<file path="src/rtl/pipeline_ctrl.sv">
// pipeline_ctrl: sequencing and hazard control for the 3-stage core (fetch, IF_ID, ID_EXE).
// Owns both pipeline valid bits, stalls on load-use, squashes on taken branch, drains on HALT.
module pipeline_ctrl #(
    parameter int RFW          = 5,
    parameter int DRAIN_CYCLES = 3,
    parameter int SCW          = 16
) (
    input  logic           clk,
    input  logic           rst_n,
    input  logic           start,
    input  logic [RFW-1:0] id_rs1,
    input  logic [RFW-1:0] id_rs2,
    input  logic           id_use_rs1,
    input  logic           id_use_rs2,
    input  logic           id_halt,
    input  logic [RFW-1:0] ex_rd,
    input  logic           ex_is_load,
    input  logic           ex_br_taken,
    output logic           pc_clr,
    output logic           pc_en,
    output logic           pc_sel_br,
    output logic           if_id_en,
    output logic           if_id_valid,
    output logic           id_exe_valid,
    output logic           busy,
    output logic           done,
    output logic [SCW-1:0] stall_cnt
);

    typedef enum logic [1:0] {IDLE, CLEAR, RUN, DRAIN} state_t;

    state_t         state, state_next;
    logic [3:0]     drain_cnt, drain_next;
    logic           if_id_valid_next, id_exe_valid_next, done_next;
    logic [SCW-1:0] stall_next;
    logic           branch_hit, halt_hit, load_use;
    logic           rs1_match, rs2_match;

    assign rs1_match  = id_use_rs1 && (id_rs1 == ex_rd);
    assign rs2_match  = id_use_rs2 && (id_rs2 == ex_rd);
    assign branch_hit = id_exe_valid && ex_br_taken;
    assign halt_hit   = if_id_valid && id_halt;
    // r0 is hard-wired zero, so a load targeting it can never feed a stale value
    assign load_use   = id_exe_valid && ex_is_load && if_id_valid &&
                        (ex_rd != '0) && (rs1_match || rs2_match);
    assign busy       = (state != IDLE);

    always_comb begin
        state_next        = state;
        drain_next        = drain_cnt;
        if_id_valid_next  = if_id_valid;
        id_exe_valid_next = id_exe_valid;
        stall_next        = stall_cnt;
        done_next         = 1'b0;
        pc_clr            = 1'b0;
        pc_en             = 1'b0;
        pc_sel_br         = 1'b0;
        if_id_en          = 1'b0;

        case (state)
            IDLE: begin
                if (start) state_next = CLEAR;
            end
            CLEAR: begin
                pc_clr            = 1'b1;
                if_id_valid_next  = 1'b0;
                id_exe_valid_next = 1'b0;
                stall_next        = '0;
                state_next        = RUN;
            end
            RUN: begin
                if (branch_hit) begin
                    pc_en             = 1'b1;
                    pc_sel_br         = 1'b1;
                    if_id_en          = 1'b1;
                    if_id_valid_next  = 1'b0;
                    id_exe_valid_next = 1'b0;
                end else if (halt_hit) begin
                    if_id_valid_next  = 1'b0;
                    id_exe_valid_next = 1'b0;
                    drain_next        = 4'(DRAIN_CYCLES);
                    state_next        = DRAIN;
                end else if (load_use) begin
                    id_exe_valid_next = 1'b0;
                    if (stall_cnt != {SCW{1'b1}})
                        stall_next = stall_cnt + {{(SCW-1){1'b0}}, 1'b1};
                end else begin
                    pc_en             = 1'b1;
                    if_id_en          = 1'b1;
                    if_id_valid_next  = 1'b1;
                    id_exe_valid_next = if_id_valid;
                end
            end
            DRAIN: begin
                if_id_valid_next  = 1'b0;
                id_exe_valid_next = 1'b0;
                drain_next        = drain_cnt - 4'd1;
                if (drain_cnt <= 4'd1) begin
                    drain_next = 4'd0;
                    done_next  = 1'b1;
                    state_next = IDLE;
                end
            end
            default: state_next = IDLE;
        endcase
    end

    always_ff @(posedge clk or negedge rst_n) begin
        if (!rst_n) begin
            state        <= IDLE;
            drain_cnt    <= 4'd0;
            if_id_valid  <= 1'b0;
            id_exe_valid <= 1'b0;
            stall_cnt    <= '0;
            done         <= 1'b0;
        end else begin
            state        <= state_next;
            drain_cnt    <= drain_next;
            if_id_valid  <= if_id_valid_next;
            id_exe_valid <= id_exe_valid_next;
            stall_cnt    <= stall_next;
            done         <= done_next;
        end
    end

endmodule

</file>
<file path="config.mk">
export PLATFORM = sky130hd
export DESIGN_NAME = pipeline_ctrl
export DESIGN_NICKNAME = d
export VERILOG_FILES = /design/src/rtl/pipeline_ctrl.sv
export SDC_FILE = /design/constraint.sdc
export NUM_CORES = 1
export LEC_CHECK = 0
export BUFFER_PORTS_ARGS = -buffer_cell sky130_fd_sc_hd__buf_2
export CORE_ASPECT_RATIO = 1.75
export CORE_UTILIZATION = 53
export CTS_CLUSTER_DIAMETER = 120
export DETAILED_ROUTE_END_ITERATION = 7
export PLACE_DENSITY = 0.8
export SYNTH_ARGS = -nofsm -noshare
export SYNTH_HDL_FRONTEND = slang
export SYNTH_SLANG_ARGS = --single-unit
export TNS_END_PERCENT = 100
</file>
<file path="constraint.sdc">
create_clock -name clk -period 4.7 [get_ports clk]
set_clock_uncertainty 0.05 [all_clocks]
set_input_delay 0.47 -clock clk [delete_from_list [all_inputs] [get_ports clk]]
set_output_delay 0.47 -clock clk [all_outputs]
set_load 0.01 [all_outputs]
</file>
==> results.py <==
metrics = {
    "synthesis": {
        "synth_enable_flop_cells": 0,
        "ys_warn_count": 0,
        "yosys.area.top_type_share_pct": 35.9,
        "syn_area_um2": 1740,
        "synth_largest_area_cell": "dfrtp_1",
        "synth_fp_nets": 228,
        "yosysMostFrequentCell": "nand2_1",
        "netlist_top_cells_area": "dfrtp_1 36%, nand2_1 5.8%, ha_1 5.7%, xnor2_1 5.0%, nand3_1 4.0%",
        "ys_seq_area_share_pct": 35.9,
        "synth_cell_types": 44,
        "syn_area_per_cell_um2": 8.85,
        "synth_cells": 197,
        "async_flop_share_pct": 100,
        "synth-seq-cells": 25,
        "synth_ff_type": "dfrtp_1",
        "netlist_top_cells_count": "27 x nand2_1, 25 x dfrtp_1, 14 x nand3_1",
    },
    "route": {
        "viasPerCell": 6.02,
        "dr.pass1.iters": 4,
        "drtAntennaViolNets": 0,
        "num_vias": 1709,
        "post_drt_wl_per_cell_um": 14.6,
        "drcViolationCount": 0,
        "initialDrtViolationCount": 44,
        "drt-total-wl_um": 4160,
    },
    "sta": {
        "min_period_ns": 3.17,
        "slew-limit-headroom_pct": 44.3,
        "fmax_mhz": 315,
        "slew_viol_final": 0,
        "fin_tns_setup_ns": 0,
        "worst_slack_ns": 1.53,
        "rsz0062_at_grt": "no",
        "hold_viol": 0,
        "fin_crit_sh_pct": 67.5,
        "tightest_slew_ns": 0.835,
        "finalSetupViolCount": 0,
    },
    "global_route": {
        "grt_pass1_wl_um": 6960,
        "grt-ovfl-total": 0,
        "first_global_vias": 1578,
        "grt_max_degree": 26,
        "antenna_found_initial": 0,
        "grt_usage_pct": 26.0,
    },
    "critical_path": {
        "rrSetupSlack_ns": 1.53,
        "cp.arrival_ns": 3.34,
        "critPathMaxFanout": 25,
        "start_kind": "flop",
        "reg2reg_depth": 7,
        "path_class": "flop to flop",
        "worstPathRequired_ns": 4.86,
        "rr_endpoint": "stall_cnt[15]",
        "r2r_start": "state[0]",
        "cp-end-kind": "flop",
    },
    "clock_tree": {
        "clockRootBuffer": "clkbuf_8",
        "clk_path_buf_depth": 2,
        "cts.sinks": 25,
        "cts-hold-fix-buffers": 0,
        "cts_made_buffers": 3,
        "clk_latency_ns": 0.27,
        "ctsResizeCount": 0,
        "postCtsSetupBuffers": 0,
        "tritoncts": "built",
        "cts_htree_levels": 1,
        "clk_pin_slew_ns": 0.09,
    },
    "run": {
        "maxCapViolations": 0,
    },
    "floorplanning": {
        "die_x_um": 45.4,
        "ios": 47,
        "num_rows": 27,
        "core_area_um2": 3140,
        "fp.dieArea_um2": 3530,
        "start_util_pct": 55.5,
        "die-height_um": 77.9,
    },
    "final_layout": {
        "synthToLayoutAreaGrowth_pct": 16.1,
        "fin_cells": 284,
        "drive_above_1_share_pct": 24.9,
        "nets": 273,
        "diodes": 0,
        "post-route-util_pct": 64.5,
    },
    "place": {
        "place_hpwl_um": 3080,
        "gp_congestion": 0.898,
        "dp.cells": 280,
        "pre_cts_ws_ns": 1.62,
        "io_buffers": 46,
    },
    "run_status": {
        "outcome": "finished clean",
    },
    "pwr": {
        "p_leak_uw": 0.000954,
        "peakVddDrop_v": 0.000426,
        "power.density_nw_per_um2": 385,
    },
    "worst_hold_path": {
        "hp-class": "input port to async pin",
    },
}
==> critical path, stage by stage, from the launching register on <==
cell     delay, ns
dfrtp_1       0.41
inv_1         0.13
ha_1          0.72
inv_1         0.39
nor2_1        0.34
nand3_1       0.37
or4_1         0.61
nand3_1       0.09
==> where the power goes <==
part           leakage [uW]  internal (uW)  switching, uW
Clock             0.0000228           60.8           72.5
Sequential         0.000335            249           28.8
Combinational      0.000597            138            230
Total              0.000954            447            332
==> layout by cell type (no fill, tap or decap), drive strengths merged, types with 7 or more instances in the layout <==
master	netlist	layout
a21oi	8	8
buf	4	47
dfrtp	25	25
ha	8	8
inv	9	9
nand2	27	27
nand3	16	16
nand4	9	9
nor2	8	8
nor3	7	7
o211ai	8	8
o21ai	10	10
xnor2	10	10
==> area by class of cell <==
class                   instances  area (um2)
flip-flops and latches         25         626
well taps                      43        53.8
multi-input cells             156        1030
repair buffers                 47         238
clock buffers                   4        45.0
fillers                       282        1120
inverters                       9        33.8
==> per-stage QoR <==
stage                     instance area (um2)  hold WS [ns]  total power, uW
final                                    2030         0.129              779
after global routing                     2030         0.185              834
after CTS                                2030         0.152              778
after detailed placement                 1980         0.447              650
after global placement                   1980         0.446              642
after floorplan                          1740         0.124              560
==> per-layer routing <==
| metal | track usage [%] | part of all wire (%) |
|---|---|---|
| met1 | 33.2 | 41 |
| met3 | 2.79 | 4.3 |
| met4 | 7.27 | 1.4 |
| met2 | 44.5 | 53 |
| met5 | 0 | 0 |
==> registers in the layout, indices dropped and copies added, names as in the netlist <==
name          flops
done              1
drain_cnt         4
id_exe_valid      1
if_id_valid       1
stall_cnt        16
state             2
==> worst max-delay path by stage <==
stage / from / end / slack, ns / cells after the start
2_1_floorplan: state[0] / pc_en / 2.62 / 6
3_3_place_gp: state[0] / stall_cnt[15] / 1.72 / 7
3_5_place_dp: state[0] / stall_cnt[15] / 1.62 / 7
4_1_cts: state[0] / stall_cnt[15] / 1.60 / 7
5_1_grt: state[0] / stall_cnt[13] / 1.25 / 7
6_report: state[0] / stall_cnt[15] / 1.53 / 7
==> cells by family after synthesis <==
kind of cell    Yosys count  share of synthesized area [%]
flops                    25                           35.9
buf+inv                  16                           5.09
fa+ha+maj                 8                           5.74
mux                       2                           1.29
compound gates           48                           20.2
xor+xnor                 11                           5.52
simple gates             87                           26.3
Note: power is estimated with default switching activity, not from simulation.
